`src/rtl/pid_pkg.sv`:
```
// Shared constants for the PID controller: register map and derived datapath widths.
package pid_pkg;

  localparam int unsigned ADDR_KP    = 0;
  localparam int unsigned ADDR_KI    = 1;
  localparam int unsigned ADDR_KD    = 2;
  localparam int unsigned ADDR_SHIFT = 3;

  localparam int unsigned SHIFT_W = 6;

  // Signed difference of two unsigned D_WIDTH values needs one extra bit.
  function automatic int unsigned err_w(input int unsigned d_width);
    return d_width + 1;
  endfunction

  // Wide enough that KP*e + KI*integ + KD*deriv can never overflow.
  function automatic int unsigned sum_w(input int unsigned d_width, input int unsigned acc_width);
    return acc_width + d_width + 3;
  endfunction

endpackage

```
`src/rtl/pid_sat.sv`:
```
// Signed saturating resize: clamps a two's complement value of IN_W bits into OUT_W bits.
module pid_sat #(
  parameter int unsigned IN_W  = 17,
  parameter int unsigned OUT_W = 16
) (
  input  logic [IN_W-1:0]  data_i,
  output logic [OUT_W-1:0] data_o
);

  // Value fits exactly when every bit from the output sign bit upward is identical.
  logic [IN_W-OUT_W:0] top_bits;
  assign top_bits = data_i[IN_W-1:OUT_W-1];

  always_comb begin
    data_o = data_i[OUT_W-1:0];
    if (!(&top_bits) && (|top_bits)) begin
      if (data_i[IN_W-1]) begin
        data_o = {1'b1, {(OUT_W-1){1'b0}}};
      end else begin
        data_o = {1'b0, {(OUT_W-1){1'b1}}};
      end
    end
  end

endmodule

```
`src/rtl/pid_controller.sv`:
```
// Two-stage pipelined PID controller with a write-only gain/shift register file
// and saturated signed output.
module pid_controller
  import pid_pkg::*;
#(
  parameter int unsigned D_WIDTH   = 16,
  parameter int unsigned ACC_WIDTH = 2 * D_WIDTH
) (
  input  logic               clock,
  input  logic               reset,
  input  logic               write_enable,
  input  logic [D_WIDTH-1:0] reg_addr,
  input  logic [D_WIDTH-1:0] reg_data,
  input  logic [D_WIDTH-1:0] target,
  input  logic [D_WIDTH-1:0] measurement,
  output logic [D_WIDTH-1:0] out
);

  localparam int unsigned ERR_W = err_w(D_WIDTH);
  localparam int unsigned SUM_W = sum_w(D_WIDTH, ACC_WIDTH);

  // Config regs survive reset; they only power up to zero.
  logic [D_WIDTH-1:0] kp_q    = '0;
  logic [D_WIDTH-1:0] ki_q    = '0;
  logic [D_WIDTH-1:0] kd_q    = '0;
  logic [SHIFT_W-1:0] shift_q = '0;

  always_ff @(posedge clock) begin
    if (!write_enable) begin
      if (reg_addr == D_WIDTH'(ADDR_KP)) begin
        kp_q <= reg_data;
      end else if (reg_addr == D_WIDTH'(ADDR_KI)) begin
        ki_q <= reg_data;
      end else if (reg_addr == D_WIDTH'(ADDR_KD)) begin
        kd_q <= reg_data;
      end else if (reg_addr == D_WIDTH'(ADDR_SHIFT)) begin
        shift_q <= reg_data[SHIFT_W-1:0];
      end
    end
  end

  // Stage 1: error, integral, derivative.
  logic [ERR_W-1:0]     err;
  logic [ERR_W-1:0]     err_q;
  logic [ERR_W-1:0]     err_prev_q;
  logic [ERR_W:0]       deriv_d;
  logic [ERR_W:0]       deriv_q;
  logic [ACC_WIDTH:0]   integ_sum;
  logic [ACC_WIDTH-1:0] integ_sat;
  logic [ACC_WIDTH-1:0] integ_q;

  assign err       = {1'b0, target} - {1'b0, measurement};
  assign deriv_d   = {err[ERR_W-1], err} - {err_prev_q[ERR_W-1], err_prev_q};
  assign integ_sum = {integ_q[ACC_WIDTH-1], integ_q}
                   + {{(ACC_WIDTH + 1 - ERR_W){err[ERR_W-1]}}, err};

  pid_sat #(
    .IN_W (ACC_WIDTH + 1),
    .OUT_W(ACC_WIDTH)
  ) u_integ_sat (
    .data_i(integ_sum),
    .data_o(integ_sat)
  );

  // Stage 2: multiply-accumulate at full width, then arithmetic shift and clamp.
  logic signed [SUM_W-1:0] kp_x, ki_x, kd_x;
  logic signed [SUM_W-1:0] err_x, integ_x, deriv_x;
  logic signed [SUM_W-1:0] sum;
  logic signed [SUM_W-1:0] sum_shr;
  logic [D_WIDTH-1:0]      out_d;
  logic [D_WIDTH-1:0]      out_q;

  assign kp_x    = {{(SUM_W - D_WIDTH){1'b0}}, kp_q};
  assign ki_x    = {{(SUM_W - D_WIDTH){1'b0}}, ki_q};
  assign kd_x    = {{(SUM_W - D_WIDTH){1'b0}}, kd_q};
  assign err_x   = {{(SUM_W - ERR_W){err_q[ERR_W-1]}}, err_q};
  assign integ_x = {{(SUM_W - ACC_WIDTH){integ_q[ACC_WIDTH-1]}}, integ_q};
  assign deriv_x = {{(SUM_W - ERR_W - 1){deriv_q[ERR_W]}}, deriv_q};

  assign sum     = (kp_x * err_x) + (ki_x * integ_x) + (kd_x * deriv_x);
  assign sum_shr = sum >>> shift_q;

  pid_sat #(
    .IN_W (SUM_W),
    .OUT_W(D_WIDTH)
  ) u_out_sat (
    .data_i(sum_shr),
    .data_o(out_d)
  );

  always_ff @(posedge clock) begin
    if (!reset) begin
      err_q      <= '0;
      err_prev_q <= '0;
      deriv_q    <= '0;
      integ_q    <= '0;
      out_q      <= '0;
    end else begin
      err_q      <= err;
      err_prev_q <= err;
      deriv_q    <= deriv_d;
      integ_q    <= integ_sat;
      out_q      <= out_d;
    end
  end

  assign out = out_q;

endmodule

```
`config.mk`:
```
export PLATFORM = sky130hd
export DESIGN_NAME = pid_controller
export DESIGN_NICKNAME = d
export VERILOG_FILES = /design/src/rtl/pid_pkg.sv /design/src/rtl/pid_sat.sv /design/src/rtl/pid_controller.sv
export SDC_FILE = /design/constraint.sdc
export NUM_CORES = 2
export LEC_CHECK = 0
export BUFFER_PORTS_ARGS = -buffer_cell sky130_fd_sc_hd__buf_4
export CORE_UTILIZATION = 55
export CTS_CLUSTER_DIAMETER = 200
export DETAILED_ROUTE_END_ITERATION = 7
export PLACE_DENSITY = 0.7
export SLEW_MARGIN = 10
export SYNTH_ARGS = -nofsm -noshare
export SYNTH_HDL_FRONTEND = slang
export SYNTH_HIERARCHICAL = 1
export SYNTH_SLANG_ARGS = --single-unit
export TNS_END_PERCENT = 30
```
`constraint.sdc`:
```
create_clock -name clock -period 14.5 [get_ports clock]
set_clock_uncertainty 0.05 [all_clocks]
set_input_delay 3.625 -clock clock [delete_from_list [all_inputs] [get_ports clock]]
set_output_delay 3.625 -clock clock [all_outputs]
set_load 0.01 [all_outputs]
```
== After elaboration in Yosys (flattened, before gate mapping) ==
Index checks and enable logic that the tools add are counted.

* Equality and inequality tests: 3
* Reduce and logical (&&, ||, !) cells: 13
* Bitwise operators: 4
* Add/sub/neg operators: 5
* Shift operators: 1
* Mux-type cells: 4
* $mul: 3

{| class="wikitable"
|+ Operators by type and width
! operator !! number
|-
| $mux W32 || 2
|-
| $add A50 B35 Y51 || 1
|-
| $sshr A51 B6 Y51 || 1
|-
| $add A34 B49 Y50 || 1
|-
| $mul A17 B32 Y49 || 1
|-
| $reduce_and A36 Y1 || 1
|-
| $reduce_or A36 Y1 || 1
|-
| $mul A17 B18 Y35 || 1
|-
| $mul A17 B17 Y34 || 1
|-
| $add A32 B17 Y33 || 1
|-
| $eq A16 B2 Y1 const B || 2
|-
| $mux W16 || 2
|-
| $sub A17 B17 Y18 || 1
|-
| $sub A16 B16 Y17 || 1
|-
| $eq A16 B1 Y1 const B || 1
|-
| $logic_not A16 Y1 || 1
|-
| $reduce_and A5 Y1 || 1
|-
| $not A1 Y1 || 4
|-
| $reduce_and A2 Y1 || 2
|-
| $reduce_and A4 Y1 || 1
|-
| $reduce_and A3 Y1 || 1
|-
| $logic_and A1 B1 Y1 || 2
|-
| $logic_not A1 Y1 || 2
|-
| $reduce_or A2 Y1 || 1
|}

* Input port bits: 67
* Register bits after elaboration: 137
* Word-level logic and storage cells: 41
* Output and inout bits: 16

== Longest topological paths before layout ==
* Depth after elaboration: 8
* Depth in mapped cells: 41
* Gate-level depth less buffers: 38

== Cells and area by module ==
Netlist, hierarchy kept.

{| class="wikitable"
|+ Modules (own cells, without submodules)
! module !! seq. area each (um^2) !! cells each !! area an instance (um^2) !! times used
|-
| pid_controller || 3,283.1 || 5,735 || 52,953.3 || 1
|-
| pid_sat at u_out_sat || 0.0 || 60 || 436.7 || 1
|-
| pid_sat at u_integ_sat || 0.0 || 42 || 304.0 || 1
|}

== Worst setup path after synthesis ==
No wires, ideal clock.

* Path type: reg-to-reg
* Start: register kd_q[0]
* End: register out_q[10] (netlist: out[10])
* Path slack: 4.139 ns
* Arrival time: 10.252 ns
* Period minus slack after synthesis: 10.361 ns
* Stages on the path, launching flop included: 38
* Required time: 14.391 ns
* Library setup time: 0.059 ns
* Buffers on the path: 2
* Path through: edfxtp_1 > clkbuf_1 > nand2_1 > inv_1 > ha_1 > inv_1 > fa_1 > inv_1 > fa_1 > inv_1 > fa_1 > inv_1 > fa_1 > inv_1 > fa_1 > inv_1 > fa_1 > inv_1 > [... 2 more ...] > ha_1 > ha_1 > a21o_1 > a21o_1 > a21oi_1 > o21ai_1 > or3_1 > o21ai_1 > mux2i_1 > a22oi_1 > mux4_2 > o221a_1 > nor4_1 > nand4_2 > o31ai_4 > buf_8 > mux2i_1 > and2_1

* Longest elaborated chain between the ends: 7
* Elaborated cells on any way between the ends: 9
* Classes of those cells: 1 x add/sub; 1 x mul; 1 x shift; 2 x mux; 4 x reduce/logical

{| class="wikitable"
|+ RTL lines
! item !! line !! RTL
|-
| start: declaration || pid_controller.sv:25 || <nowiki>logic [D_WIDTH-1:0] kd_q = '0;</nowiki>
|-
| start signal: assignment || pid_controller.sv:35 || <nowiki>kd_q <= reg_data;</nowiki>
|-
| $mul A17 B18 Y35 (*) || pid_controller.sv:80 || <nowiki>assign sum = (kp_x * err_x) + (ki_x * integ_x) + (kd_x * deriv_x);</nowiki>
|-
| $add A50 B35 Y51 (*) || pid_controller.sv:80 ||
|-
| $sshr A51 B6 Y51 (*) || pid_controller.sv:81 || <nowiki>assign sum_shr = sum >>> shift_q;</nowiki>
|-
| named net sum_shr[19] || pid_controller.sv:69 || <nowiki>logic signed [SUM_W-1:0] sum_shr;</nowiki>
|-
| $reduce_and A36 Y1 || pid_sat.sv:16 || <nowiki>if (!(&top_bits) && (|top_bits)) begin</nowiki>
|-
| $logic_not A1 Y1 || pid_sat.sv:16 ||
|-
| $logic_and A1 B1 Y1 (*) || pid_sat.sv:16 ||
|-
| $mux W16 (*) || pid_sat.sv:16 ||
|-
| named net out_d[10] || pid_controller.sv:70 || <nowiki>logic [D_WIDTH-1:0] out_d;</nowiki>
|-
| end signal: assignment || pid_controller.sv:103 || <nowiki>out_q <= out_d;</nowiki>
|-
| end: declaration || pid_controller.sv:71 || <nowiki>logic [D_WIDTH-1:0] out_q;</nowiki>
|}

Mark *: on every way through the listed nets, which the timed path passes. The rest lies on a longest branch.
A chain may end at the register's enable or synchronous reset.

== Final worst setup path ==
* Start: register deriv_q[17]
* End: register out_q[12] (netlist: out[12])

* Longest elaborated chain between the ends: 7
* Elaborated cells on any way between the ends: 9
* Classes of those cells: 1 x add/sub; 1 x mul; 1 x shift; 2 x mux; 4 x reduce/logical

{| class="wikitable"
|+ RTL lines
! item !! line !! RTL
|-
| start: declaration || pid_controller.sv:47 || <nowiki>logic [ERR_W:0] deriv_q;</nowiki>
|-
| start signal: assignment || pid_controller.sv:101 || <nowiki>deriv_q <= deriv_d;</nowiki>
|-
| $mul A17 B18 Y35 (*) || pid_controller.sv:80 ||
|-
| $add A50 B35 Y51 (*) || pid_controller.sv:80 ||
|-
| $sshr A51 B6 Y51 (*) || pid_controller.sv:81 ||
|-
| named net sum_shr[19] || pid_controller.sv:69 ||
|-
| $reduce_and A36 Y1 || pid_sat.sv:16 ||
|-
| $logic_not A1 Y1 || pid_sat.sv:16 ||
|-
| $logic_and A1 B1 Y1 (*) || pid_sat.sv:16 ||
|-
| $mux W16 (*) || pid_sat.sv:16 ||
|-
| named net out_d[12] || pid_controller.sv:70 ||
|}

Marked as above.

==> flow_metrics.tcl <==
set metrics [dict create \
    outcome "complete, no violations" \
    post_drt_wl_per_cell_um 22.12 \
    worst-setup-path-type "register to register" \
    rsz0062_at_grt "no" \
    worst_pin_slew_ns 1.245 \
    grt.total_usage_pct 32.85 \
    worstHoldEndpoint "deriv_q[0]" \
    synth_common_cells "inv_1 (1304), fa_1 (1198), and2_1 (736)" \
    postLayoutCoreUtil_pct 57.72 \
    ioPinCount 83 \
    drt_iter0_drc 3213 \
    r2r_end "out[12]" \
    period_share_pct 87.11 \
    drive_above_1_share_pct 4.744 \
    worst_ep_arrival_time_ns 13.00 \
    port-buffer-count 82 \
    grt_max_degree 84 \
    maxCapViolations 0 \
    fp.dieH_um 314.5 \
    gp_congestion 0.9867 \
    hold_class "register to register" \
    synthDistinctLibCells 106 \
    r2r_setup_slack_ns 1.87 \
    fmax_ghz 0.07917 \
    cts_buffers 17 \
    htreeDepth 4 \
    clock_latency_ns 0.54 \
    grt-ovfl-total 0 \
    setup_viol_count_final 0 \
    routed-via-count 40610 \
    seq_area_um2 3283 \
    finalNetCount 7375 \
    die_w_um 314.5 \
    cts_setup_buffers 0 \
    path_clk_slew_ns 0.08 \
    rows 114 \
    multi_input_area_um2 44440 \
    drt_wl_total_mm 155.1 \
    place_hpwl_mm 130.3 \
    crit_path_start_kind "register" \
    initial_core_util_pct 55.52 \
    dieArea_um2 98880 \
    hold_buffers 0 \
    place_area_um2 55230 \
    first_pass_iters 5 \
    ant_nets 0 \
    dominantRegCellSynth "dfxtp_1" \
    cp_slowest_cell "o31ai_4" \
    syn-cell-area_um2 53690 \
    synth_top_area_share_pct 44.67 \
    grt_pass1_vias 43050 \
    synth-edff-count 54 \
    required_ns 14.87 \
    setup-tns-final_ns 0 \
    ctsResizeCount 0 \
    cts_sinks 137 \
    syn2layout_area_growth_pct 3.964 \
    slew_headroom_pct 16.32 \
    via_per_inst 5.792 \
    ys_seq_area_share_pct 6.115 \
    critPathMaxFanout 36 \
    grt_antenna_before_repair 7 \
    clock_tree.buffer_depth 2 \
    worst-r2r-cell-count 35 \
    core_area_um2 96710 \
    min_from "err_prev_q[0]" \
    yosysTopAreaCell "fa_1" \
    cp_slowest_stage_delay_ns 0.87 \
    syn_nets 7491 \
    slew_violations 0 \
    regToRegStartpoint "deriv_q[17]" \
    synth_cells 5837 \
    cts_root_buffer "clkbuf_16" \
    min_delay_path_depth 3 \
    min_period_ns 12.63 \
    yosys_warnings 6 \
    syn_avg_cell_area_um2 9.199 \
    fillCellCount 8497 \
    synthArstFlopShare_pct 0 \
    ys_ff_latch 137 \
    hold_viol 0 \
    grt_pass1_wl_mm 246.1 \
    cts_tree "built" \
    synth.area.top_cells "fa_1 (45%), inv_1 (9.1%), ha_1 (9.1%)" \
    cp-end-kind "register" \
    drc 0 \
    fin_area_um2 55820 \
    synth_most_common_cell "inv_1" \
]
## per-layer routing
layer	wire [um]	track usage (%)	up-vias
met3	11440	5.567	331
met2	73930	54.06	1562
li1	-	-	17710
met4	6462	12.21	10
met1	63170	43.66	20990
met5	60	0	-
## area by class of cell
type / instances / area share, %
clock buffer: 18 / 0.7867
timing repair buffer: 134 / 1.802
multi-input combinational: 4124 / 79.61
clock inverter: 14 / 0.2690
tap: 1276 / 2.860
sequential: 137 / 5.881
inverter: 1307 / 8.789
antenna: 1 / 0.004483
## critical path: cells and delay by family, from the launching register on
kind,cells,cell delay [ns]
flops,1,0.81
compound gates,9,2.92
mux,2,0.74
simple gates,5,1.62
fa+ha+maj,10,4.57
buf+inv,9,1.80
## layout by cell type (no fill, tap or decap), types with 36 or more instances in the layout
cell	n
a211oi_1	39
dfxtp_1	83
o211ai_1	36
mux2i_1	62
nor3_1	41
edfxtp_1	54
xnor2_1	61
a21oi_1	138
ha_1	389
and2_1	736
o21ai_0	90
a21o_1	76
nand2_1	555
nand3_1	40
fa_1	1198
buf_4	134
nor2_1	144
inv_1	1303
## registers in the layout (all words and copies together), names as in the netlist
signal and flops:
ki_q 16, err_prev_q 17, kp_q 16, integ_q 32
deriv_q 18, out 16, shift_q 6, kd_q 16
## through the flow
step | hold WS [ns] | worst slack, ns | cells
4_1_cts | 0.7648 | 1.991 | 7010
5_1_grt | 0.7977 | 1.189 | 7011
6_report | 0.7770 | 1.869 | 7011
3_3_place_gp | 0.7630 | 2.181 | 6978
3_5_place_dp | 0.7567 | 2.051 | 6978
2_1_floorplan | 0.5320 | 4.139 | 5837
## how the worst max path moves through the flow
stage,depth (start not counted),to,from
global placement,35,out[9],deriv_q[17]
global route,34,out[12],deriv_q[17]
floorplan,37,out[10],kd_q[0]
detailed placement,35,out[12],deriv_q[17]
finish,35,out[12],deriv_q[17]
CTS,35,out[12],deriv_q[17]
## cells by family (layout without fill, tap and decap cells)
family | after synthesis | after routing | share of synthesized area (%)
and+or+nand+nor | 1688 | 1688 | 16.38
other | 0 | 1 | 0
muxes | 101 | 101 | 2.344
AOI/OAI and AO/OA | 661 | 661 | 8.818
xor gates and xnor gates | 87 | 87 | 1.445
DFF | 137 | 137 | 6.115
buffers and inverters | 1576 | 1473 | 11.17
adders and majority gates | 1587 | 1587 | 53.73
Power is left out: the tool's default activity adds up to more than one toggle a clock period on the data nets, which glitch-free logic cannot reach.
